<file path="config.mk">
export PLATFORM = sky130hd
export DESIGN_NAME = asi_rw_arb
export DESIGN_NICKNAME = d
export VERILOG_FILES = /design/src/rtl/asi_rw_arb.sv
export SDC_FILE = /design/constraint.sdc
export NUM_CORES = 1
export LEC_CHECK = 0
export CAP_MARGIN = 20
export CORE_AREA = 2 2 39 41
export CTS_CLUSTER_DIAMETER = 60
export CTS_CLUSTER_SIZE = 24
export DETAILED_ROUTE_END_ITERATION = 7
export DIE_AREA = 0 0 41 43
export DONT_BUFFER_PORTS = 1
export GPL_TIMING_DRIVEN = 0
export SETUP_SLACK_MARGIN = 0.15
export SYNTH_ARGS = -nofsm -noshare
export SYNTH_HDL_FRONTEND = slang
export SYNTH_SLANG_ARGS = --single-unit
</file>
<file path="constraint.sdc">
create_clock -name usr_clk -period 1.34 [get_ports usr_clk]
set_input_delay 0.134 -clock usr_clk [delete_from_list [all_inputs] [get_ports usr_clk]]
set_output_delay 0.134 -clock usr_clk [all_outputs]
set_load 0.05 [all_outputs]
</file>
<file path="src/rtl/asi_rw_arb.sv">
// Purpose: arbitrates the ASI read and write user paths onto the single user memory port.
// Latency: grant is high one cycle after a request is seen in IDLE; it is decoded from registered state.
// Backpressure: ownership is held from grant until the owning side's busy falls; the loser waits.
module asi_rw_arb #(
    parameter int SLV_ARB = 0,
    parameter int SLV_STV = 4,
    parameter int STV_W   = $clog2(SLV_STV + 1)
) (
    input  logic       usr_clk,
    input  logic       usr_reset,
    input  logic       m_arff_rvalid,
    input  logic       m_rbusy,
    input  logic       m_awff_rvalid,
    input  logic       m_wbusy,
    output logic       rgranted,
    output logic       wgranted,
    output logic [2:0] arb_state,
    output logic       error_arb
);

    typedef enum logic [2:0] {
        IDLE  = 3'd0,
        R_GNT = 3'd1,
        R_BSY = 3'd2,
        W_GNT = 3'd3,
        W_BSY = 3'd4
    } state_t;

    localparam logic [STV_W-1:0] STV_MAX = STV_W'(SLV_STV);
    localparam logic [STV_W-1:0] STV_ONE = STV_W'(1);

    state_t           state;
    state_t           state_nxt;
    logic [STV_W-1:0] rd_stv;
    logic [STV_W-1:0] wr_stv;
    logic             rd_win;
    logic             state_ill;
    logic             rd_own;
    logic             wr_own;
    logic             busy_err;
    logic             enter_r;
    logic             enter_w;

    // Tie-break: a starved side overrides the fixed preference.
    always_comb begin
        rd_win = (SLV_ARB != 0);
        if (rd_stv == STV_MAX) begin
            rd_win = 1'b1;
        end else if (wr_stv == STV_MAX) begin
            rd_win = 1'b0;
        end
    end

    // Next-state decode; unreachable encodings fall back to IDLE and are flagged.
    always_comb begin
        state_nxt = state;
        state_ill = 1'b0;
        case (state)
            IDLE: begin
                if (m_arff_rvalid && m_awff_rvalid) begin
                    state_nxt = rd_win ? R_GNT : W_GNT;
                end else if (m_arff_rvalid) begin
                    state_nxt = R_GNT;
                end else if (m_awff_rvalid) begin
                    state_nxt = W_GNT;
                end
            end
            R_GNT: begin
                if (m_rbusy) begin
                    state_nxt = R_BSY;
                end else if (!m_arff_rvalid) begin
                    state_nxt = IDLE;
                end
            end
            R_BSY: begin
                if (!m_rbusy) begin
                    state_nxt = IDLE;
                end
            end
            W_GNT: begin
                if (m_wbusy) begin
                    state_nxt = W_BSY;
                end else if (!m_awff_rvalid) begin
                    state_nxt = IDLE;
                end
            end
            W_BSY: begin
                if (!m_wbusy) begin
                    state_nxt = IDLE;
                end
            end
            default: begin
                state_nxt = IDLE;
                state_ill = 1'b1;
            end
        endcase
    end

    // Busy from a side that does not own the port, or from both sides, is a protocol violation.
    always_comb begin
        rd_own   = (state == R_GNT) || (state == R_BSY);
        wr_own   = (state == W_GNT) || (state == W_BSY);
        busy_err = (m_rbusy && !rd_own) || (m_wbusy && !wr_own) ||
                   (m_rbusy && m_wbusy) || state_ill;
        enter_r  = (state == IDLE) && (state_nxt == R_GNT);
        enter_w  = (state == IDLE) && (state_nxt == W_GNT);
    end

    // State, starvation counters and sticky error flag.
    always_ff @(posedge usr_clk) begin
        if (usr_reset) begin
            state     <= IDLE;
            rd_stv    <= '0;
            wr_stv    <= '0;
            error_arb <= 1'b0;
        end else begin
            state <= state_nxt;
            if (enter_r) begin
                rd_stv <= '0;
            end else if (enter_w && m_arff_rvalid && (rd_stv != STV_MAX)) begin
                rd_stv <= rd_stv + STV_ONE;
            end
            if (enter_w) begin
                wr_stv <= '0;
            end else if (enter_r && m_awff_rvalid && (wr_stv != STV_MAX)) begin
                wr_stv <= wr_stv + STV_ONE;
            end
            if (busy_err) begin
                error_arb <= 1'b1;
            end
        end
    end

    assign rgranted  = (state == R_GNT);
    assign wgranted  = (state == W_GNT);
    assign arb_state = state;

endmodule

</file>
# Word level (Yosys, flattened, before mapping)
# Index checks and enable logic that the tools add are counted.
[op_classes]
reduce_logical = 18
eq_ne = 8
add_sub_neg = 1
n_mux = 13
[ops]
columns = ["op", "count"]
rows = [
  ["3-bit 2-to-1 mux", 9],
  ["3-bit one-hot mux with 5 select lines", 1],
  ["3-bit by 2-bit == test with 1-bit output, second input constant", 3],
  ["1-bit logical AND", 8],
  ["3-bit by 1-bit == test with 1-bit output, second input constant", 2],
  ["3-bit == test, second input constant", 2],
  ["1-bit logical OR", 5],
  ["5-bit OR reduction", 1],
  ["3-bit by 1-bit adder with 3-bit output, second input constant", 1],
  ["3-bit logical NOT", 1],
  ["3-bit inequality test, second input constant", 1],
  ["1-bit logical NOT", 2],
  ["1-bit 2-to-1 mux", 2],
  ["2-bit 2-to-1 mux", 1],
  ["2-bit OR reduction", 1],
]
[totals]
output_inout_bits = 6
reg_bits = 7
word_cells = 43

# Depth between registers and ports, before layout
# Gate-level depths: netlist of run 1.
[logic_depth]
ltp_word = 9
ltp_mapped = 5

# Least setup slack after synthesis of run 1
# Ideal clock, no wire load.
[synth_path]
kind = "register to output"
start = "reg state[0] (netlist: arb_state[0])"
end = "out rgranted"
t_arrival_ps = 2055
slack_ps = -849
required_ps = 1206
path_stages_with_launch = 3
cell_sequence = "dfxtp_1 -> buf_6 -> nor3b_1"
[synth_between]
elab_chain_cells = 1
[synth_lines]
columns = ["element", "line", "text"]
rows = [
  ["from (decl)", "32", "state_t state;"],
  ["from (signal assigned)", "117", "state <= state_nxt;"],
  ["3-bit by 1-bit == test with 1-bit output", "134", "assign rgranted = (state == R_GNT);"],
  ["to (decl)", "15", "output logic rgranted,"],
]
# Every way passes these cells.

# Final worst setup path of run 1
# Ends and elaborated chain as after synthesis.

==> results of run 1 <==
[routing by layer]
layer	track usage, %	vias to the layer above	wire (um)
li1	-	208	-
met1	17.2	205	473
met2	24.1	11	697
met3	5.24	2	65
met4	6.00	0	19
met5	0	-	0
[Yosys cell counts]
cell	instances
and3b_1	1
o221a_2	1
buf_6	3
a21oi_1	3
nand3_1	1
dfxtp_1	7
inv_1	3
a2111oi_2	2
nor4_1	1
a2111oi_1	1
a21oi_2	1
ha_1	2
a31oi_1	1
xnor2_1	1
nand4_1	2
nor2_1	3
nor3b_1	2
mux2i_1	1
a21o_1	1
nor4bb_1	1
a21boi_0	1
and4b_1	1
nor4b_4	1
nand2_1	1
nor3_1	1
nor2b_1	1
a311oi_1	1
nand2b_1	3
[critical path: stages, from the launching register on]
cell     delay, ns
dfxtp_4       0.46
buf_6         0.13
nor3b_4       0.49
[flip-flops by register name (all words and copies together) (netlist names)]
| name | count |
|---|---|
| arb_state | 3 |
| rd_stv | 3 |
| error_arb | 1 |
[path summary, 6_finish.rpt]
kind / endpoint / start / slack (ns) / cells after the start
hold / removal: rd_stv[0] / m_awff_rvalid / 0.03 / 2
setup reg to reg: error_arb / arb_state[0] / -0.04 / 6
setup / recovery: rgranted / arb_state[0] / -0.13 / 2
hold reg to reg: rd_stv[0] / rd_stv[0] / 0.50 / 2
[layout make-up]
class / count / area, um^2
fillers: 125 / 639
multi-input cells: 35 / 410
flip-flops and latches: 7 / 151
repair buffers: 9 / 81.3
plain buffers: 3 / 41.3
clock buffers: 4 / 26.3
well taps: 16 / 20.0
inverters: 3 / 13.8
[cell families (layout without fill, tap and decap cells)]
kind of cell,count (synthesis),after routing,share of synthesized area [%]
adder cells (fa/ha/maj),2,2,5.32
multiplexers,1,1,2.13
AO/OA/AOI/OAI,12,12,22.3
buffers and inverters,6,19,9.57
AND/OR/NAND/NOR,19,19,29.0
flip-flops,7,7,29.8
XOR/XNOR,1,1,1.86
[power groups by stage]
stage | clock network [mW] | registers, mW | logic, mW
global placement | 0 | 0.308 | 0.199
detailed placement | 0 | 0.310 | 0.199
finish | 0.202 | 0.309 | 0.363
CTS | 0.201 | 0.306 | 0.281
floorplan | 0 | 0.305 | 0.180
global route | 0.224 | 0.312 | 0.389
[through the flow]
step                cells  util [%]  power, mW  setup TNS (ns)
floorplan              48         -      0.485               0
global placement       64      37.2      0.507         -0.0325
detailed placement     64      37.2      0.508         -0.0307
CTS                    76      46.8      0.788          -0.222
global route           77      53.8      0.924          -0.628
finish                 77      53.8      0.874          -0.237
[what timing repair did]
item	CTS	global route
buffers inserted	7	1
setup endpoints to repair	9	9
hold buffers	1	0
pin swaps	8	10
endpoints found under the hold margin	6	0
gates resized for setup	12	13
==> impl_metrics.json, run 1 <==
{
  "mostFrequentLayoutCell": "buf_4",
  "wl_per_cell_um": 16.3,
  "hold_viol_final": 0,
  "ys_types": 28,
  "power_frac_comb_pct": 41.5,
  "cts-root-buf": "clkbuf_4",
  "initial_utilization_pct": 34.0,
  "hp-class": "in2reg",
  "relSlewSlack_pct": 54.3,
  "areaGrowthSynthToFinish_pct": 58.2,
  "cts_tree": "yes",
  "grt_use_total_pct": 15.0,
  "drive_above_1_share_pct": 59.0,
  "crit_type": "reg2out",
  "io_pins": 12,
  "yosys.area.top_type": "dfxtp_1",
  "ys_warn_count": 0,
  "period_needed_ns": 1.47,
  "end_kind": "primary output",
  "syn_nets": 56,
  "synth_area_leaders": "dfxtp_1 30%, buf_6 7.2%, a2111oi_2 6.4%",
  "slew_viol_final": 0,
  "grt_overflow_total": 0,
  "most-common-layout-cells": "5 x buf_4, 4 x buf_6, 4 x dfxtp_1",
  "synth_top_area_share_pct": 29.8,
  "clkPwrFrac_pct": 23.1,
  "insertedDiodeCount": 0,
  "grt_first_pass_wirelength_mm": 1.77,
  "pwr-share-seq_pct": 35.4,
  "num_rows": 14,
  "crit_path_start_kind": "flop",
  "max_freq_ghz": 0.680,
  "cts.sinks": 7,
  "p_leak_nw": 0.265,
  "portBuffers": 0,
  "status": "complete, but fails checks",
  "vias": 426,
  "rsz0062_at_grt": "true",
  "syn_inst": 48,
  "die_w_um": 41,
  "vdd_drop_max_mv": 0.621,
  "die_y_um": 43,
  "cp.arrival_ns": 1.34,
  "switchingPower_uw": 337,
  "finalHoldWorstSlack_ns": 0.0338,
  "cap_violations": 0,
  "internal_power_uw": 537,
  "hpwl_um": 658,
  "core-area_um2": 1380,
  "failed_checks": "negative setup slack",
  "ys_ff_latch": 7,
  "antenna_found_initial": 0,
  "wl_mm": 1.26,
  "dp_slack_ns": -0.0307,
  "synth-seq-area-share_pct": 29.8,
  "clock_skew_ns": 0.0102,
  "antenna_left": 0,
  "setup_viol": 4,
  "stdcell_area_um2": 744,
  "final_nets": 70,
  "grt_max_degree": 7,
  "first_global_vias": 447,
  "syn-cell-area_um2": 470,
  "period_share_pct": 110,
  "switching_share_pct": 38.6,
  "clk_latency_ns": 0.26,
  "path_clk_slew_ns": 0.06,
  "dpl_cell_area_um2": 514,
  "final.setup.worst_slack_ns": -0.131,
  "drc": 0,
  "dieArea_um2": 1760,
  "drt_iter0_drc": 3,
  "drt-pass1-iter-count": 4,
  "cts_made_buffers": 3,
  "htree_levels": 1,
  "critPathMaxFanout": 3,
  "gp_congestion": 0.707,
  "synth.avg_cell_area_um2": 9.80,
  "clockBufferDepth": 2,
  "worst_pin_slew_ns": 0.684,
  "viasPerCell": 5.53,
  "worst_ep_required_time_ns": 1.21,
  "powerDensity_nw_per_um2": 1170
}
No activity file was read; power rests on OpenSTA's default activity.
==> run 2, diff against run 1 <==
Settings changed: CORE_AREA 2 2 39 41 to 10 10 47 49, DIE_AREA 0 0 41 43 to 0 0 57 59, HOLD_SLACK_MARGIN from default to 0.06.
==> impl_metrics.json, run 2 (synthesized netlist as in run 1, its figures left out) <==
{
  "insertedDiodeCount": 0,
  "period_needed_ns": 1.50,
  "period_share_pct": 112,
  "final_nets": 70,
  "dieArea_um2": 3360,
  "dpl_cell_area_um2": 514,
  "core-area_um2": 1400,
  "drt-pass1-iter-count": 3,
  "crit_type": "reg2out",
  "final_core_util_pct": 52.6,
  "cts_tree": "yes",
  "status": "complete, but fails checks",
  "grt_first_pass_wirelength_mm": 2.05,
  "vias": 439,
  "clockBufferDepth": 2,
  "most-common-layout-cells": "4 x dfxtp_1, 4 x buf_4",
  "cp.arrival_ns": 1.37,
  "viasPerCell": 5.70,
  "clk_latency_ns": 0.27,
  "slew_viol_final": 0,
  "cap_violations": 0,
  "io_pins": 12,
  "wl_mm": 1.35,
  "cts.sinks": 7,
  "portBuffers": 0,
  "drive_above_1_share_pct": 55.7,
  "first_global_vias": 413,
  "grt_max_degree": 11,
  "relSlewSlack_pct": 57.9,
  "grt_overflow_total": 0,
  "powerDensity_nw_per_um2": 1180,
  "htree_levels": 1,
  "p_leak_nw": 0.263,
  "layout.cells.non_filler": 77,
  "final.setup.worst_slack_ns": -0.164,
  "grt_use_total_pct": 7.87,
  "crit_path_start_kind": "flop",
  "rsz0062_at_grt": "true",
  "cts-root-buf": "clkbuf_4",
  "wl_per_cell_um": 17.6,
  "die_w_um": 57,
  "dp.cells": 64,
  "setup_tns_ns": -0.291,
  "antenna_found_initial": 0,
  "end_kind": "primary output",
  "drt_iter0_drc": 7,
  "num_rows": 14,
  "cts_made_buffers": 3,
  "initial_utilization_pct": 33.6,
  "die_y_um": 59,
  "hpwl_um": 782,
  "hp-class": "in2reg",
  "failed_checks": "negative setup slack",
  "drc": 0,
  "gp_congestion": 0.671,
  "stdcell_area_um2": 737,
  "path_clk_slew_ns": 0.06,
  "vdd_drop_max_mv": 0.486,
  "worst_ep_required_time_ns": 1.21,
  "critPathMaxFanout": 3,
  "hold_viol_final": 0,
  "max_freq_ghz": 0.665,
  "areaGrowthSynthToFinish_pct": 56.6,
  "clock_skew_ns": 0.0116,
  "setup_viol": 4,
  "worst_pin_slew_ns": 0.630,
  "antenna_left": 0,
  "total_power_uw": 870
}
run 2: worst paths after layout:
check	from	end	slack, ns	cells past startpoint
worst max-delay path	arb_state[0]	rgranted	-0.16	2
worst min-delay path	m_rbusy	error_arb	0.11	2
worst max register to register	arb_state[2]	rd_stv[2]	-0.02	5
worst min register to register	rd_stv[0]	rd_stv[0]	0.50	2
run 2: power breakdown:
part | internal (mW) | leakage [nW] | switching [mW]
clock | 0.115 | 0.0150 | 0.0908
combinational | 0.192 | 0.189 | 0.164
sequential | 0.230 | 0.0594 | 0.0791
run 2: layout make-up:
type,instances,area (um^2)
fillers,132,664
multi-input cells,35,387
flip-flops and latches,7,151
repair buffers,9,95.1
plain buffers,3,46.3
clock buffers,4,26.3
well taps,16,20.0
inverters,3,11.3
run 2: per-layer routing:
metal / vias to the layer above / wire length (um) / track usage (%)
met2: 15 / 706 / 12.1
met1: 211 / 494 / 7.96
met5: - / 0 / 0
met4: 0 / 28 / 3.02
met3: 4 / 125 / 6.01
li1: 209 / - / -
run 2: critical path, stage by stage (launching register included):
cell and delay [ns]:
dfxtp_4 0.46, buf_6 0.14, nor3b_4 0.50
run 2: what timing repair did:
action,in CTS,in global routing
resized for setup,13,8
setup buffers,4,2
pin swaps,10,6
hold endpoints to repair,7,0
setup endpoints to repair,9,9
hold buffers,3,0
run 2: metrics by stage:
| stage | setup slack, ns | hold slack (ns) |
|---|---|---|
| 2_1_floorplan | 0.0739 | 0.200 |
| 3_3_place_gp | -0.0280 | 0.207 |
| 3_5_place_dp | -0.0437 | 0.207 |
| 4_1_cts | -0.175 | 0.0633 |
| 5_1_grt | -0.222 | 0.0958 |
| 6_report | -0.164 | 0.107 |
